`src/rtl/lights_sequencer.sv`:
```
// Start-lights sequencer: fills a light bar one step at a time, holds for a
// pseudo-random delay, then enables a reaction counter until the key is pressed.
module lights_sequencer #(
  parameter int unsigned N_LIGHTS   = 10,
  parameter int unsigned STEP_TICKS = 500,
  parameter int unsigned DELAY_UNIT = 16
) (
  input  logic                clk,
  input  logic                reset,
  input  logic                tick,
  input  logic                trigger,
  input  logic                press_key,
  output logic [N_LIGHTS-1:0] lights,
  output logic                enable,
  output logic                jump_start,
  output logic                busy
);

  localparam int unsigned MAX_HOLD  = 127 * DELAY_UNIT;
  localparam int unsigned MAX_TICKS = (STEP_TICKS > MAX_HOLD) ? STEP_TICKS : MAX_HOLD;
  localparam int unsigned CNT_W     = $clog2(MAX_TICKS + 1);
  localparam logic [CNT_W-1:0] STEP_LAST = CNT_W'(STEP_TICKS - 1);

  // RUN owns state[2] alone so enable comes straight off one flop.
  typedef enum logic [2:0] {
    S_IDLE = 3'b000,
    S_FILL = 3'b001,
    S_HOLD = 3'b010,
    S_DONE = 3'b011,
    S_RUN  = 3'b100
  } state_t;

  state_t              state;
  logic [6:0]          lfsr;
  logic [CNT_W-1:0]    tick_cnt;
  logic [CNT_W-1:0]    hold_last;
  logic [N_LIGHTS-1:0] lights_next;

  assign lights_next = N_LIGHTS'({lights, 1'b1});
  assign enable      = state[2];
  assign busy        = (state == S_FILL) || (state == S_HOLD) || (state == S_RUN);

  always_ff @(posedge clk or posedge reset) begin
    if (reset) begin
      state      <= S_IDLE;
      lfsr       <= 7'h01;
      tick_cnt   <= '0;
      hold_last  <= '0;
      lights     <= '0;
      jump_start <= 1'b0;
    end else begin
      lfsr <= {lfsr[5:0], lfsr[6] ^ lfsr[5]};
      unique case (state)
        S_IDLE, S_DONE: begin
          if (trigger) begin
            state      <= S_FILL;
            lights     <= '0;
            jump_start <= 1'b0;
            tick_cnt   <= '0;
          end
        end
        S_FILL: begin
          if (press_key) begin
            state      <= S_DONE;
            lights     <= '0;
            jump_start <= 1'b1;
          end else if (tick) begin
            if (tick_cnt == STEP_LAST) begin
              tick_cnt <= '0;
              lights   <= lights_next;
              if (lights_next[N_LIGHTS-1]) begin
                state     <= S_HOLD;
                hold_last <= CNT_W'(32'(lfsr) * DELAY_UNIT - 32'd1);
              end
            end else begin
              tick_cnt <= tick_cnt + CNT_W'(1);
            end
          end
        end
        S_HOLD: begin
          if (press_key) begin
            state      <= S_DONE;
            lights     <= '0;
            jump_start <= 1'b1;
          end else if (tick) begin
            if (tick_cnt == hold_last) begin
              tick_cnt <= '0;
              lights   <= '0;
              state    <= S_RUN;
            end else begin
              tick_cnt <= tick_cnt + CNT_W'(1);
            end
          end
        end
        S_RUN: begin
          if (press_key) state <= S_DONE;
        end
        default: state <= S_IDLE;
      endcase
    end
  end

endmodule
```
`config.mk`:
```
export PLATFORM = sky130hd
export DESIGN_NAME = lights_sequencer
export DESIGN_NICKNAME = d
export VERILOG_FILES = /design/src/rtl/lights_sequencer.sv
export SDC_FILE = /design/constraint.sdc
export NUM_CORES = 1
export LEC_CHECK = 0
export CELL_PAD_IN_SITES_DETAIL_PLACEMENT = 1
export CELL_PAD_IN_SITES_GLOBAL_PLACEMENT = 2
export CORE_UTILIZATION = 39
export DETAILED_ROUTE_END_ITERATION = 12
export GPL_ROUTABILITY_DRIVEN = 0
export PLACE_DENSITY = 0.85
export SLEW_MARGIN = 0
export SYNTH_ARGS = -nofsm -noshare
export SYNTH_HDL_FRONTEND = slang
export SYNTH_SLANG_ARGS = --single-unit
```
`constraint.sdc`:
```
create_clock -name clk -period 5.46 [get_ports clk]
set_input_delay 1.092 -clock clk [delete_from_list [all_inputs] [get_ports clk]]
set_output_delay 1.092 -clock clk [all_outputs]
set_load 0.005 [all_outputs]
```
After elaboration in Yosys (flattened, before gate mapping)
Cells that the tools add are included.
{ "op_classes": {"bitwise": 2, "eq_ne": 18, "reduce_logical": 12, "addsub": 2, "mux": 29} }
{ "op_table": {"columns": ["operator", "count"], "rows": [
  ["2-to-1 mux 11 bit", 7],
  ["2-to-1 mux 10 bit", 7],
  ["case mux 11 bit (3 select lines)", 1],
  ["case mux 10 bit (3 select lines)", 1],
  ["2-to-1 mux 3 bit", 9],
  ["!= test 2 bit (second input constant)", 6],
  ["case mux 3 bit (4 select lines)", 1],
  ["AND reduction 6 bit", 2],
  ["adder 11 x 1 -> 11 bit (second input constant)", 1],
  ["== test 11 bit", 1],
  ["== test 11 x 9 -> 1 bit (second input constant)", 1],
  ["subtractor 11 x 1 -> 11 bit (second input constant)", 1],
  ["!= test 3 bit (second input constant)", 3],
  ["AND reduction 7 bit", 1],
  ["== test 3 x 2 -> 1 bit (second input constant)", 2],
  ["!= test 3 x 2 -> 1 bit (second input constant)", 2],
  ["AND reduction 5 bit", 1],
  ["OR reduction 2 bit", 2],
  ["== test 3 x 1 -> 1 bit (second input constant)", 1],
  ["== test 3 bit (second input constant)", 1],
  ["zero test 3 bit", 1],
  ["AND reduction 3 bit", 1],
  ["nonzero test 3 bit", 1],
  ["logical OR 1 bit", 2],
  ["other kinds (6)", 7]
]} }
{ "word_totals": {"word_cells": 69, "regBits": 43} }

Depth between registers and ports, before layout
{ "depth": {"word_depth": 5, "mapped_depth": 7, "depth_no_buf": 6} }

Worst setup path after synthesis
No wires, ideal clock.
{ "synth_path": {"path_kind": "input to register", "startpoint": "input press_key", "endpoint": "register tick_cnt[8]", "path_slack_ns": 2.962, "required_time_ns": 5.373, "path_stages": 7, "t_arrival_ns": 2.412, "path_cell_list": "clkbuf_1 -> or3b_1 -> mux2_2 -> buf_2 -> nor3_1 -> o21ai_0 -> o211ai_1"} }
{ "synth_via": {"elab_chain_len": 2, "word_cells_on_any_way": 3, "classes_between": "2 x eq/ne; 1 x reduce/logical"} }
{ "synth_lines": {"columns": ["element", "line", "source"], "rows": [
  ["start, declared", "12", "input logic press_key,"],
  ["!= test 2 bit (no source line)", null, null],
  ["AND reduction 6 bit (no source line) (*)", null, null],
  ["end signal, assigned", "76", "tick_cnt <= tick_cnt + CNT_W'(1);"],
  ["end signal, assigned", "91", "tick_cnt <= tick_cnt + CNT_W'(1);"],
  ["end, declared", "35", "logic [CNT_W-1:0] tick_cnt;"]
]} }
Every way passes the cells marked *; elsewhere a longest branch is shown, timed or not.
A chain may end at the register's enable or synchronous reset.

Worst setup path in the final report
{ "layout_path": {"startpoint": "register state[0]", "endpoint": "output busy"} }
{ "layout_via": {"elab_chain_len": 3, "word_cells_on_any_way": 5, "classes_between": "3 x eq/ne; 2 x reduce/logical"} }
{ "layout_lines": {"columns": ["element", "line", "source"], "rows": [
  ["start, declared", "33", "state_t state;"],
  ["start signal, assigned", "45", "state <= S_IDLE;"],
  ["start signal, assigned", "56", "state <= S_FILL;"],
  ["start signal, assigned", "64", "state <= S_DONE;"],
  ["== test 3 x 1 -> 1 bit or == test 3 x 2 -> 1 bit (tied branches)", "41", "assign busy = (state == S_FILL) || (state == S_HOLD) || (state == S_RUN);"],
  ["logical OR 1 bit", "41", null],
  ["logical OR 1 bit (*)", "41", null],
  ["end, declared", "16", "output logic busy"]
]} }
Marks and branches as above.

==> qor.yml <==
grt_util_all_layers_pct: 19.6
startpoint_type: "flop"
synth.area.top_cells: "dfrtp_1, xor2_1, nand2_1"
hp-class: "flop to flop"
cts_sinks: 40
fin_cells: 294
rr_startpoint: "state[0]"
gr-total-overflow: 0
multi_input_area_sq_um: 950
drtIter0Drc: 89
p_seq_share_pct: 42.9
grt_pass1_vias: 1684
ctsResizeCount: 0
placeableCoreArea_sq_mm: 0.00485
tightest_slew_ns: 0.668
status: "completed"
yosysSeqAreaShare_pct: 49.8
placedInstanceArea_sq_mm: 0.00224
synth_top_cell_by_area: "dfrtp_1"
synth_seq_cells: 40
finClkSkew_ns: 0.00495
peakVddDrop_uv: 199
drc_errors: 0
hold_viol: 0
h-tree-depth: 2
clkTransAtPathRegs_ns: 0.08
crit_type: "flop to output port"
powerDensity_mw_per_mm2: 410
synth_cells: 209
finalPower_mw: 0.962
grt_pass1_wl_um: 8000
grt_max_degree: 41
power.share.clock_pct: 24.9
crit_path_max_fanout: 14
via_count: 1582
wl_per_cell_um: 15.5
fp.dieH_um: 73.8
maxSlewHeadroom_pct: 55.3
slew_violations: 0
critPathCaptureType: "output port"
synth_top_cell_area_share_pct: 48.5
r2r_cells: 5
post-place-ws_ns: 2.34
cp.arrival_ns: 1.93
crit_start: "state[0]"
period_share_pct: 55.3
yosys_warnings: 0
worst_slack_ns: 2.44
setup.worst_path.end: "busy"
syn_nets: 216
synth.avg_cell_area_sq_um: 9.63
max_cap_viol_count: 0
m1WireLength_um: 2150
initial_core_util_pct: 41.5
syn2layout_area_growth_pct: 16.7
finish.instance_area_sq_mm: 0.00235
drtPass1Iterations: 4
final_common_cell: "dfrtp_1"
antenna_found_initial: 0
via_per_inst: 5.38
synthFlopType: "dfrtp_1"
ff2ff_setup_slack_ns: 3.19
diodes: 0
swShare_pct: 36.6
yosysUniqueCellTypes: 40
die_area_sq_mm: 0.00545
power.switching_mw: 0.352
top_layer_used: "met4"
io-pin-count: 18
rows: 25
synth_async_sr_flop_share_pct: 100
die_x_um: 73.8
holdBufCountCts: 0
drive_above_1_share_pct: 5.29
clockBufferDepth: 2
cts_made_buffers: 5
fin_setup_tns_ns: 0
dr_wl_met2_um: 2230
ff_latch_area_sq_mm: 0.00100
placed_cells: 286
rsz0062_at_grt: "false"
clock_latency_ns: 0.29
cts_root_buffer: "clkbuf_8"
synth_edf_count: 0
syn_area_sq_mm: 0.00201
nets: 233
final.fill_count: 550
intPower_mw: 0.610
drt_wl_total_um: 4540
crit_required_ns: 4.37
mostFrequentLayoutCells: "dfrtp_1, nand2_1, clkdlybuf4s50_1"
p_comb_share_pct: 32.2
period_needed_ns: 3.02
fmax_ghz: 0.331
route.met3.wl_um: 99
timing.rr.end: "hold_last[5]"
antenna_left: 0
io_buffers: 17
postCtsSetupRepairBufs: 0
cellLeakagePower_nw: 1.07
place.detailed.hpwl_um: 3390
finalSetupViolations: 0
cts_tree: "yes"
==> cell families (layout without fill, tap and decap cells) <==
family / after synthesis / count (layout) / synth area share, %
AND/OR/NAND/NOR: 79 / 79 / 19.0
AO/OA/AOI/OAI: 52 / 52 / 16.6
flip-flops: 40 / 40 / 49.8
XOR/XNOR: 16 / 16 / 7.34
buffers and inverters: 14 / 32 / 2.98
multiplexers: 6 / 6 / 3.05
adder cells (fa/ha/maj): 2 / 2 / 1.24
==> stage by stage <==
stage / util, % / hold WS, ns
after floorplan: - / 0.375
after global placement: 46.1 / 0.395
after detailed placement: 46.1 / 0.396
after CTS: 48.4 / 0.414
after global routing: 48.4 / 0.435
final: 48.4 / 0.409
==> flip-flops by register name (all words and copies together) (netlist names) <==
name and flops:
tick_cnt 11, jump_start 1, hold_last 8, lights 10, state 3, lfsr 7
==> Yosys cell counts (all sizes together), types with 3 or more instances <==
cell	n
buf	4
xnor2	4
xor2	12
a21oi	9
and4	3
nand3	8
o21ai	18
nor3	12
clkbuf	4
mux2i	5
dfrtp	39
a22o	10
o22ai	3
inv	6
nand2b	5
o211ai	4
nor2	14
nand2	26
==> worst max-delay path: stages, from the launching register on <==
cell and delay (ns):
dfrtp_1 0.54, xnor2_2 0.44, o22ai_1 0.18, clkdlybuf4s50_1 0.47
==> how the worst min path moves through the flow <==
stage	startpoint	end	cells after the start
finish	lfsr[1]	lfsr[2]	0
detailed placement	lfsr[1]	lfsr[2]	0
CTS	lfsr[1]	lfsr[2]	0
floorplan	lfsr[1]	lfsr[2]	0
global route	lfsr[1]	lfsr[2]	0
global placement	lfsr[1]	lfsr[2]	0
==> final cells by class <==
type                            instances  area share, %
Sequential cell                        40           42.7
Inverter                                6          0.959
Clock inverter                          3           1.81
Clock buffer                            5           2.93
Timing Repair Buffer                   18           7.57
Multi-Input combinational cell        155           40.5
Tap cell                               67           3.57
==> layer usage <==
| layer | up-vias | GRT usage, % |
|---|---|---|
| li1 | 778 | - |
| met1 | 783 | 25.6 |
| met2 | 16 | 31.8 |
| met3 | 5 | 4.39 |
| met4 | 0 | 7.05 |
| met5 | - | 0 |
==> power by group through the flow <==
stage	Sequential, mW	Clock (mW)	Combinational [mW]
2_1_floorplan	0.387	0	0.240
3_3_place_gp	0.416	0	0.300
3_5_place_dp	0.418	0	0.311
4_1_cts	0.413	0.248	0.313
5_1_grt	0.422	0.259	0.352
6_report	0.413	0.239	0.310
No activity file was read; power rests on OpenSTA's default activity.
==> patch 1, RTL diff (same flow settings) <==
Compare `tick_cnt` against `STEP_LAST` with >= in place of ==.
--- a/src/rtl/lights_sequencer.sv
+++ b/src/rtl/lights_sequencer.sv
@@ -65,7 +65,7 @@
             lights     <= '0;
             jump_start <= 1'b1;
           end else if (tick) begin
-            if (tick_cnt == STEP_LAST) begin
+            if (tick_cnt >= STEP_LAST) begin
               tick_cnt <= '0;
               lights   <= lights_next;
               if (lights_next[N_LIGHTS-1]) begin
Behaviour: same outputs for any inputs over 10 cycles, from zero or initial values and one cycle with reset high; that may be too few to reach the edited logic, so the function may still have changed.
==> patch 1 against the original RTL <==
Sequential share of layout area is 0.43 points lower; total power rose by 6.5%; wire length rose by 1.5%; area after synthesis is 2.0% higher; cell count rose by 2.4%; sequential cell count unchanged; worst setup slack got worse by 0.068 ns; final area increased by 1.0%; non-clock buffer count stayed put.
==> patch 1: results (changes against the original RTL) <==
Route
The sum of met2 wire segment lengths after detailed routing was 2050 um (was 2230 um). The detailed router's first-iteration violation count is 83 (was 89). The overall via count from detail_route is 1,607 (was 1,582). The total wirelength of the detailed-routed design came to 4610 um (was 4540 um).

The length of routed met3 wiring was 107 um (was 99 um). The first-pass iteration count of the detailed router came to 6 (was 4).

Yosys
The fraction of the mapped netlist area in compound gates is 0.189 (was 0.166). The xor/xnor cell area share of the yosys netlist is 0.0640 (was 0.0734). The number of distinct library cells after synthesis is 44 (was 40). Largest cells by area after synthesis: dfrtp_1 (48%), xor2_1 (4.7%), nand2_1 (4.6%), o21ai_0 (3.9%), a22o_1 (3.4%) (was dfrtp_1 (49%), xor2_1 (5.2%), nand2_1 (4.9%), a22o_1 (4.4%), o21ai_0 (3.7%)).

Worst setup path
The largest fanout on the critical path is 21 (was 14). The arrival time of the worst setup path is 1.99 ns (was 1.93 ns). The largest stage delay on the critical path is 0.77 ns (was 0.54 ns).

Cells and area
The net count of the finished layout is 237 (was 233). The buffer share of cell area came to 0.0749 (was 0.0757). The area of the multi-input gates is 958 um^2 (was 950 um^2). The layout overhead on the synthesized area is 15.5% (was 16.7%).

Pwr
The standby leakage power was 1.09 nW (was 1.07 nW). The total power is 1.02 mW (was 0.962 mW). The part of the power in registers came to 0.411 (was 0.429). The worst-case vdd ir drop is 0.000212 V (was 0.000199 V).

GRT
The global-route wire length before repair is 7550 um (was 8000 um). The all-layer global routing usage is 0.181 (was 0.196).

Outcome
Status: complete, no violations (unchanged).

Placed design
The number of cells in the design after placement is 293 (was 286).
## patch 1: final timing paths
path / start / to / slack, ns / depth (start not counted)
setup / recovery: state[2]$_DFFE_PP0P_ / busy / 2.37 / 4
hold / removal: lfsr[1]$_DFF_PP0_ / lfsr[2]$_DFF_PP0_ / 0.41 / 0
setup reg to reg: tick_cnt[0]$_DFFE_PP0P_ / tick_cnt[2]$_DFFE_PP0P_ / 3.07 / 6
hold reg to reg: lfsr[1]$_DFF_PP0_ / lfsr[2]$_DFF_PP0_ / 0.41 / 0
max in group asynchronous: reset / lfsr[0]$_DFF_PP1_ / 3.86 / 3
min in group asynchronous: reset / lfsr[2]$_DFF_PP0_ / 1.22 / 3
## patch 1: metrics by stage
step / worst slack [ns] / hold WS (ns) / util
after floorplan: 3.23 / 0.375 / -
after global placement: 2.46 / 0.400 / 0.446
after detailed placement: 2.46 / 0.401 / 0.446
after CTS: 2.38 / 0.411 / 0.467
after global routing: 2.26 / 0.434 / 0.467
final: 2.37 / 0.407 / 0.467
==> patch 2, RTL diff (same flow settings) <==
Made on the original files. Change the parameter `STEP_TICKS` from 500 to 2000.
--- a/src/rtl/lights_sequencer.sv
+++ b/src/rtl/lights_sequencer.sv
@@ -2,7 +2,7 @@
 // pseudo-random delay, then enables a reaction counter until the key is pressed.
 module lights_sequencer #(
   parameter int unsigned N_LIGHTS   = 10,
-  parameter int unsigned STEP_TICKS = 500,
+  parameter int unsigned STEP_TICKS = 2000,
   parameter int unsigned DELAY_UNIT = 16
 ) (
   input  logic                clk,
Behaviour: same outputs for any inputs over 10 cycles, from zero or initial values and one cycle with reset high; that may be too few to reach the edited logic, so the function may still have changed.
==> patch 2 against the original RTL <==
Sequential cell count unchanged; area after synthesis increased by 9.8%; global-route usage decreased by 2.3 points; count of clock-buffer cells in the layout increased by 1; wire length increased by 0.75%; worst setup slack got worse by 0.19 ns; final area increased by 7.7%; total power increased by 16%; critical endpoint is now lights[0]$_DFFE_PP0P_; largest power group is now combinational cells.
==> patch 2: results (changes against the original RTL) <==
Outcome
Status: complete, no violations (unchanged).

Worst setup path
The kind of cell adding the most delay to the critical path is simple AND/OR/NAND/NOR gates (was flip-flops). The arrival time of the worst setup path was 3.39 ns (was 1.93 ns). The largest fanout on the critical path came to 11 (was 14). The largest stage delay on the critical path is 0.87 ns (was 0.54 ns). The critical-path cell with the highest stage delay is nor4b_2 (was dfrtp_1).

Yosys
Largest cells by area after synthesis: dfrtp_1 (44%), mux2i_1 (4.5%), nand2_1 (4.4%), xor2_1 (4.4%), mux2_2 (3.1%) (was dfrtp_1 (49%), xor2_1 (5.2%), nand2_1 (4.9%), a22o_1 (4.4%), o21ai_0 (3.7%)). The number of distinct library cells after synthesis is 53 (was 40). The number of synthesis warnings came to 0 (unchanged). The post-synthesis sequential area ratio is 0.454 (was 0.498). The number of nets produced by synthesis came to 223 (was 216). Top post-synthesis cells by count: dfrtp_1 (39), nand2_1 (26), inv_1 (16) (was dfrtp_1 (39), nand2_1 (26), o21ai_0 (15)). The proportion of register bits with asynchronous set or reset after synthesis is 1.00 (unchanged).

Placed design
The final HPWL from detailed placement is 3150 um (was 3390 um). The number of input and output port buffers inserted is 17 (unchanged).

Clock network
The total CTS buffers is 5 (unchanged). The library cell used as clock root buffer is clkbuf_8 (unchanged). The maximum buffer depth of the clock tree is 2 (unchanged). The H-tree depth was 2 (unchanged).

The quantity of gates resized following cts came to 0 (unchanged). The clock insertion delay at the later pin of the skew report is 0.29 ns (about the same). The register clock-pin slew on the reported worst setup and hold paths is 0.08 ns (about the same). The number of buffers added for setup after CTS is 0 (unchanged).

Route
The first-pass iteration count of the detailed router is 6 (was 4). The number of antenna-violating nets in the routed design is 0 (unchanged). The total wirelength of the detailed-routed design is 4580 um (was 4540 um). The detailed router's first-iteration violation count is 48 (was 89). The overall via count from detail_route was 1,621 (was 1,582).

GRT
The global-route wire length before repair came to 8140 um (was 8000 um). The all-layer global routing usage is 0.173 (was 0.196). The number of antenna violations at the first check in global routing is 0 (unchanged). The maximum number of pins on one net before global-route repair is 41 (unchanged).

Worst hold path
The class of the tightest hold or removal check is flip-flop to flip-flop (unchanged).

Cells and area
The number of diodes added for antenna fixing is 0 (unchanged). The number of fill cells was 623 (was 550). The share of final-layout standard cells stronger than drive strength 1 is 0.130 (was 0.0529).

The net count of the finished layout is 236 (was 233). Top Registers: tick_cnt: 11 flops, lights: 10 flops, hold_last: 8 flops (unchanged).

Pwr
The standby leakage power is 1.12 nW (was 1.07 nW). The worst-case vdd ir drop is 0.000186 V (was 0.000199 V).

STA
The largest clock skew in the final design is 0.00594 ns (was 0.00495 ns). The worst max-slew margin expressed relative to the limit was 0.341 (was 0.553).
[patch 2: worst paths after layout]
kind                                           start                     to  slack, ns  cells after the start
min in group asynchronous                      reset  lights[2]$_DFFE_PP0P_       1.22                      3
max in group asynchronous                      reset      lfsr[0]$_DFF_PP1_       3.88                      3
worst min register to register     lfsr[1]$_DFF_PP0_      lfsr[2]$_DFF_PP0_       0.41                      0
worst min-delay path               lfsr[1]$_DFF_PP0_      lfsr[2]$_DFF_PP0_       0.41                      0
worst max register to register  state[2]$_DFFE_PP0P_  lights[0]$_DFFE_PP0P_       2.79                      4
worst max-delay path                       press_key  lights[0]$_DFFE_PP0P_       2.25                      5
[patch 2: per-stage QoR]
stage	setup slack, ns	cell area [um^2]	std cells	power (mW)
final	2.25	2530	302	1.11
after global routing	2.04	2530	302	1.19
after CTS	2.21	2530	302	1.12
after detailed placement	1.90	2410	294	0.863
after global placement	1.94	2410	294	0.858
after floorplan	3.09	2210	216	0.768
[patch 2: final cells by class]
type                    instances  area share
clock buffers                   6      0.0327
inverters                      16      0.0238
flip-flops and latches         40       0.396
multi-input cells             148       0.426
repair buffers                 18      0.0703
clock inverters                 2      0.0153
well taps                      72      0.0356
[patch 2: cells by family (layout without fill, tap and decap cells)]
group,Yosys count,after routing,share of synthesized area
simple gates,76,76,0.185
compound gates,34,34,0.125
mux,17,17,0.0827
buf+inv,28,42,0.0589
flops,40,40,0.454
fa+ha+maj,2,2,0.0113
xor+xnor,19,19,0.0838
[patch 2: worst reg2reg max path, cell delays in order (launching register included)]
cell,delay [ns]
dfrtp_1,0.68
nor4b_2,0.99
o31ai_4,0.23
nand3_2,0.33
mux2_4,0.33
[patch 2: per-layer routing]
metal  wire length (um)  share of wire  global-route usage
met3                137          0.030              0.0452
met2               2170           0.47               0.264
met1               2210           0.48               0.236
met4                 62          0.014              0.0566
met5                  0              0                   0
[patch 2: where the power goes]
group / internal, mW / total [mW] / switching [mW]
clock network: 0.150 / 0.257 / 0.107
registers: 0.340 / 0.427 / 0.0870
logic: 0.195 / 0.428 / 0.233
total: 0.684 / 1.11 / 0.428
